[config.mk]
export PLATFORM = sky130hd
export DESIGN_NAME = service_arbiter_flat
export DESIGN_NICKNAME = d
export VERILOG_FILES = /design/src/rtl/service_arbiter_if.sv /design/src/rtl/service_arbiter.sv /design/src/flat_wrapper.sv
export SDC_FILE = /design/constraint.sdc
export NUM_CORES = 1
export LEC_CHECK = 0
export CORE_ASPECT_RATIO = 0.9
export CORE_MARGIN = 4
export CORE_UTILIZATION = 25
export DETAILED_ROUTE_END_ITERATION = 10
export PLACE_DENSITY = 0.57
export SLEW_MARGIN = 0
export SYNTH_ARGS = -nofsm -noshare
export SYNTH_HDL_FRONTEND = slang
export SYNTH_SLANG_ARGS = --single-unit
export TNS_END_PERCENT = 10
[constraint.sdc]
create_clock -name clk -period 2.2 [get_ports clk]
set_input_delay 0.22 -clock clk [delete_from_list [all_inputs] [get_ports clk]]
set_output_delay 0.22 -clock clk [all_outputs]
set_load 0.005 [all_outputs]
[src/rtl/service_arbiter_if.sv]
// Purpose: bundle of service request, push, finish, display-value and display-scan signals for service_arbiter.
// Latency: n/a (wires only).
// Backpressure: none; all signals are level or one-cycle pulses.
// Ports: master drives the requests/values and observes the results; slave is the arbiter side.
interface service_arbiter_if;
  logic [3:0]  spdt_service;  // request switches, bit3 = service 1
  logic [4:0]  push;          // raw buttons u,d,l,r,m (bit0..bit4)
  logic [3:0]  finish;        // one-cycle done pulses, same order as spdt_service
  logic [63:0] num_bus;       // {svc1, svc2, svc3, svc4} 4-digit BCD values
  logic [15:0] current_time;  // shown when nothing is granted
  logic [3:0]  grant;         // one-hot or zero
  logic [19:0] push_gated;    // {svc1[4:0], svc2, svc3, svc4} push pulses
  logic [3:0]  an;            // one-hot digit enable, bit3 = leftmost
  logic [3:0]  digit_val;     // BCD nibble for the enabled digit
  logic        busy;          // arbiter not idle

  modport master (
    output spdt_service, push, finish, num_bus, current_time,
    input  grant, push_gated, an, digit_val, busy
  );

  modport slave (
    input  spdt_service, push, finish, num_bus, current_time,
    output grant, push_gated, an, digit_val, busy
  );
endinterface

[src/rtl/service_arbiter.sv]
// Purpose: fixed-priority single-owner arbiter for four services, with push routing and a 4-digit display scan.
// Latency: grant 1 edge after request; push pulse 2 edges after first sample; release costs one idle cycle.
// Backpressure: none; a granted service holds ownership until it finishes or drops its switch.
// Ports: clk, resetn (sync, active-low), bus (service_arbiter_if.slave) carrying all request/result signals.
module service_arbiter #(
  parameter int unsigned SCAN_DIV = 100000
) (
  input logic              clk,
  input logic              resetn,
  service_arbiter_if.slave bus
);

  localparam int unsigned PW = $clog2(SCAN_DIV);

  typedef enum logic [1:0] {IDLE, GRANTED, RELEASE} state_t;

  state_t          state_q, state_d;
  logic [3:0]      grant_q, grant_d;
  logic [3:0]      mask_q, mask_d;
  logic [3:0]      mask_set;
  logic [3:0]      eligible;
  logic [4:0]      s1_q, s2_q;
  logic [4:0]      pulse;
  logic [19:0]     pulse_fld_q, pulse_fld_d;
  logic [19:0]     push_gated_q;
  logic [PW-1:0]   presc_q, presc_d;
  logic [1:0]      idx_q, idx_d;
  logic [15:0]     src;

  // Arbitration FSM. mask remembers services that finished and must drop
  // their switch before they may be granted again.
  always_comb begin
    state_d  = state_q;
    grant_d  = grant_q;
    mask_set = 4'b0000;
    eligible = bus.spdt_service & ~mask_q;
    case (state_q)
      IDLE: begin
        if (|eligible) begin
          state_d = GRANTED;
          if (eligible[3])      grant_d = 4'b1000;
          else if (eligible[2]) grant_d = 4'b0100;
          else if (eligible[1]) grant_d = 4'b0010;
          else                  grant_d = 4'b0001;
        end
      end
      GRANTED: begin
        // Only the owner's finish counts; a finish and a switch drop in the
        // same cycle both release, and the mask clear below wins.
        if ((|(bus.finish & grant_q)) || !(|(bus.spdt_service & grant_q))) begin
          state_d  = RELEASE;
          grant_d  = 4'b0000;
          mask_set = bus.finish & grant_q;
        end
      end
      RELEASE: state_d = IDLE;
      default: begin
        state_d = IDLE;
        grant_d = 4'b0000;
      end
    endcase
    mask_d = (mask_q | mask_set) & bus.spdt_service;
  end

  // Rising-edge detect on the button samples; the pulse is routed using the
  // grant seen at the same edge, then registered once more to the output.
  always_comb begin
    pulse       = s1_q & ~s2_q;
    pulse_fld_d = {pulse & {5{grant_q[3]}}, pulse & {5{grant_q[2]}},
                   pulse & {5{grant_q[1]}}, pulse & {5{grant_q[0]}}};
  end

  // Display scan: prescaler wrap advances the digit index.
  always_comb begin
    presc_d = presc_q + 1'b1;
    idx_d   = idx_q;
    if (presc_q == PW'(SCAN_DIV - 1)) begin
      presc_d = '0;
      idx_d   = idx_q + 2'd1;
    end
  end

  always_comb begin
    case (grant_q)
      4'b1000: src = bus.num_bus[63:48];
      4'b0100: src = bus.num_bus[47:32];
      4'b0010: src = bus.num_bus[31:16];
      4'b0001: src = bus.num_bus[15:0];
      default: src = bus.current_time;
    endcase
  end

  always_ff @(posedge clk) begin
    if (!resetn) begin
      state_q      <= IDLE;
      grant_q      <= 4'b0000;
      mask_q       <= 4'b0000;
      s1_q         <= 5'b0;
      s2_q         <= 5'b0;
      pulse_fld_q  <= 20'b0;
      push_gated_q <= 20'b0;
      presc_q      <= '0;
      idx_q        <= 2'd0;
    end else begin
      state_q      <= state_d;
      grant_q      <= grant_d;
      mask_q       <= mask_d;
      s1_q         <= bus.push;
      s2_q         <= s1_q;
      pulse_fld_q  <= pulse_fld_d;
      push_gated_q <= pulse_fld_q;
      presc_q      <= presc_d;
      idx_q        <= idx_d;
    end
  end

  assign bus.grant      = grant_q;
  assign bus.push_gated = push_gated_q;
  assign bus.busy       = (state_q != IDLE);
  assign bus.an         = 4'b1000 >> idx_q;
  assign bus.digit_val  = src[(3 - idx_q) * 4 +: 4];

endmodule

[src/flat_wrapper.sv]
// flat-port wrapper written by rule: the top's interface ports become plain ports
module service_arbiter_flat 
#(
  parameter int unsigned SCAN_DIV = 100000
)
  (clk, resetn, bus_spdt_service, bus_push, bus_finish, bus_num_bus, bus_current_time, bus_grant, bus_push_gated, bus_an, bus_digit_val, bus_busy);
  service_arbiter_if bus_i ();
  input logic clk;
  input logic resetn;
  input wire logic [$bits(bus_i.spdt_service)-1:0] bus_spdt_service;
  input wire logic [$bits(bus_i.push)-1:0] bus_push;
  input wire logic [$bits(bus_i.finish)-1:0] bus_finish;
  input wire logic [$bits(bus_i.num_bus)-1:0] bus_num_bus;
  input wire logic [$bits(bus_i.current_time)-1:0] bus_current_time;
  output wire logic [$bits(bus_i.grant)-1:0] bus_grant;
  output wire logic [$bits(bus_i.push_gated)-1:0] bus_push_gated;
  output wire logic [$bits(bus_i.an)-1:0] bus_an;
  output wire logic [$bits(bus_i.digit_val)-1:0] bus_digit_val;
  output wire logic [$bits(bus_i.busy)-1:0] bus_busy;
  assign bus_i.spdt_service = bus_spdt_service;
  assign bus_i.push = bus_push;
  assign bus_i.finish = bus_finish;
  assign bus_i.num_bus = bus_num_bus;
  assign bus_i.current_time = bus_current_time;
  assign bus_grant = bus_i.grant;
  assign bus_push_gated = bus_i.push_gated;
  assign bus_an = bus_i.an;
  assign bus_digit_val = bus_i.digit_val;
  assign bus_busy = bus_i.busy;
  service_arbiter #(.SCAN_DIV(SCAN_DIV)) u_core (.clk(clk), .resetn(resetn), .bus(bus_i));
endmodule
==> results.py <==
metrics = {
    "setup_path": {
        "crit_path_frequent_cell": "nor3_2",
        "worstSetupStartpointType": "flip-flop",
        "cp.arrival_ps": 1970,
        "path_class": "reg -> out",
        "slowest_delay_ps": 440,
        "worstPathRequired_ps": 1980,
        "cp_max_fo": 5,
        "r2r_cells": 8,
        "slowest_stage": "or3b_4",
        "end_kind": "primary output",
        "path_cells": "buf_4 > or3b_4 > nor3_2 > nor3_2 > o221ai_1 > nand4_1 > clkdlybuf4s15_1",
    },
    "sta": {
        "relSlewSlack_pct": 66.28,
        "setup_ws_ps": 12.96,
        "worst_pin_slew_ps": 504.2,
        "hold_violations": 0,
        "period_needed_ps": 2187,
        "drv_slew": 0,
        "skew_ps": 5.083,
        "fmax_ghz": 0.4572,
        "setup_viol": 0,
        "period_share_pct": 99.41,
        "grt_setup_unrepaired": "true",
    },
    "layout": {
        "nNetsFinal": 633,
        "final_layout_size_suffix_gt1_share_pct": 15.99,
        "diodes": 0,
        "nFillCells": 1376,
        "area.growth.synth_to_final_pct": 56.94,
    },
    "synth": {
        "synth_edf_count": 0,
        "yosysWarnings": 0,
        "synth.avg_cell_area_um2": 9.129,
        "synthArstFlopShare_pct": 0,
        "ys_seq_area_share_pct": 44.65,
        "synth_nets": 488,
        "synth_area_mm2": 0.003542,
        "synth.distinct_cells": 49,
        "ys_ff_latch": 79,
        "syn_inst": 388,
        "synth-main-ff-cell": "dfxtp_1",
    },
    "clock_tree": {
        "numClockSinks": 79,
        "clk_pin_slew_worst_paths_ps": 60,
        "cts_buffers": 9,
        "htree_levels": 3,
        "cts-root-buf": "clkbuf_16",
        "cts_hold_buf": 0,
        "cts_buffer_depth": 2,
        "tritoncts": "yes",
        "worstSkewPairLatency_ps": 330,
    },
    "floorplanning": {
        "initial_utilization_pct": 26.02,
        "die_h_um": 120.9,
        "ioPinCount": 128,
        "die_area_mm2": 0.01614,
        "core_mm2": 0.01361,
        "rows": 40,
        "die_w_um": 133.5,
    },
    "drt": {
        "dr.pass1.iters": 4,
        "vias_per_cell": 4.520,
        "drt-total-wl_um": 10500,
        "drtIter0Drc": 113,
        "drc": 0,
        "ant_nets": 0,
        "avgRoutedWirePerCell_um": 14.45,
        "num_vias": 3286,
    },
    "power": {
        "p_total_uw": 3626,
        "leakage_uw": 0.002074,
        "ir_drop_mv": 0.4426,
        "pwr_density_cell_mw_per_mm2": 652.3,
    },
    "grt": {
        "grt_max_degree": 19,
        "antenna_found_initial": 1,
        "grt_pass1_vias": 3316,
        "overflow": 0,
        "grt_first_pass_wirelength_um": 16560,
        "grt_util_all_layers_pct": 12.88,
    },
    "placement": {
        "port-buffer-count": 127,
        "pre_cts_slack_ps": 27.96,
        "gp_congestion": 0.8188,
        "dp_hpwl_um": 8470,
    },
    "status": {
        "status": "complete, no violations",
    },
    "run": {
        "maxCapViolCount": 0,
    },
    "min_path": {
        "worstHoldPathCells": 1,
        "hold_path.class": "reg -> reg",
    },
}
-- layout make-up --
class	count	area [µm²]	area share [%]
multi-input cells	281	1901	34.19
flip-flops and latches	79	1587	28.54
repair buffers	158	1489	26.78
clock buffers	10	239.0	4.299
well taps	189	236.5	4.254
clock inverters	6	92.59	1.666
inverters	4	15.01	0.2701
-- per-layer routing --
| metal | routed length (µm) | up-vias | track usage, % | share of wire, % |
|---|---|---|---|---|
| met5 | 8 | - | 0 | 0.076 |
| met4 | 74 | 2 | 2.057 | 0.70 |
| met3 | 702 | 11 | 5.265 | 6.7 |
| met2 | 5081 | 89 | 21.48 | 48 |
| met1 | 4635 | 1543 | 15.95 | 44 |
| li1 | - | 1641 | - | - |
-- sequential cells by signal, summed over array words and instances, names as in the netlist --
name and flops:
u_core.presc_q 17, u_core.state_q 2, u_core.bus.push_gated 20, u_core.s2_q 5, u_core.pulse_fld_q 20, u_core.bus.grant 4
u_core.idx_q 2, u_core.mask_q 4, u_core.s1_q 5
-- logic make-up after synthesis --
kind of cell / after synthesis / share of synthesized area [%]
adders and majority gates: 5 / 1.766
AOI/OAI and AO/OA: 75 / 14.94
DFF: 79 / 44.65
xor gates and xnor gates: 16 / 3.956
and+or+nand+nor: 183 / 29.92
muxes: 2 / 0.5652
buffers and inverters: 28 / 4.203
-- stage by stage --
stage,util (%),instances,instance area (µm²),hold WS [ps],TNS (ps)
after floorplan,-,388,3542,339.2,0
after global placement,37.82,711,5149,419.9,0
after detailed placement,37.82,711,5149,421.3,0
after CTS,40.55,727,5520,436.3,-77.69
after global routing,40.84,727,5559,447.8,-137.0
final,40.84,727,5559,432.7,0
-- power breakdown --
| group | internal, µW | switching [µW] | total [µW] |
|---|---|---|---|
| Combinational | 324 | 227 | 551 |
| Clock | 1030 | 572 | 1600 |
| Sequential | 1460 | 16.5 | 1470 |
-- cell usage in the layout, fill, tap and decap left out, types with 2 or more instances in the layout --
cell type        count
mux2i_1              2
o21a_1               2
or2_2                5
o21ai_0              7
a31oi_1              3
a22o_1               2
o2bb2ai_1            3
nor3_1               2
o22ai_1             11
nand2_1             16
clkbuf_16            9
nand4_1              9
nor2b_1             20
buf_2                2
or2_1                2
nor3_2               3
nand3_1              5
nand2b_1             3
and2_1              54
o22ai_2              2
a21oi_1              2
xor2_1              10
bufinv_16            2
a22oi_1             28
o221ai_1             4
a22oi_2              2
ha_1                 5
nor2_2              10
dfxtp_1             75
inv_1                4
nor3_4               2
nor3b_1             11
buf_4               31
dfxtp_2              4
o21ai_1              4
clkinvlp_4           2
clkdlybuf4s50_1    123
xnor2_1              6
nor2_1              30
-- worst max-delay path: cells and delay by family (launching register included) --
kind,cells,cell delay (ps)
simple gates,4,780
buf+inv,2,370
flops,1,340
compound gates,1,160
-- synth_stat cells (all sizes together), types with 2 or more instances --
cell	n	area share, %
a21oi	2	0.28
a22o	2	0.49
a22oi	30	6.4
a31oi	3	0.53
and2	54	9.5
buf	10	2.3
clkbuf	14	1.5
dfxtp	79	45
ha	5	1.8
inv	4	0.42
mux2i	2	0.57
nand2	16	1.7
nand2b	4	0.92
nand3	5	0.71
nand4	9	1.6
nor2	40	4.9
nor2b	20	3.5
nor3	7	0.99
nor3b	12	2.5
o21a	2	0.42
o21ai	11	1.6
o21ba	2	0.57
o221ai	4	0.99
o22ai	13	2.3
o2bb2ai	3	0.74
or2	7	1.2
xnor2	6	1.5
xor2	10	2.5
-- what timing repair did --
| action | in CTS | in global routing |
|---|---|---|
| pin swaps | 5 | 4 |
| setup endpoints to repair | 4 | 4 |
| resized for setup | 27 | 11 |
| setup buffers | 0 | 0 |
-- final timing paths --
check,from,to,slack [ps]
worst min-delay path,u_core.pulse_fld_q[7],u_core.bus.push_gated[7],430
worst min register to register,u_core.pulse_fld_q[7],u_core.bus.push_gated[7],430
worst max-delay path,u_core.bus.grant[1],bus_digit_val[1],10
worst max register to register,u_core.bus.grant[2],u_core.bus.grant[2],350
Power figures use the tool's default switching activity.
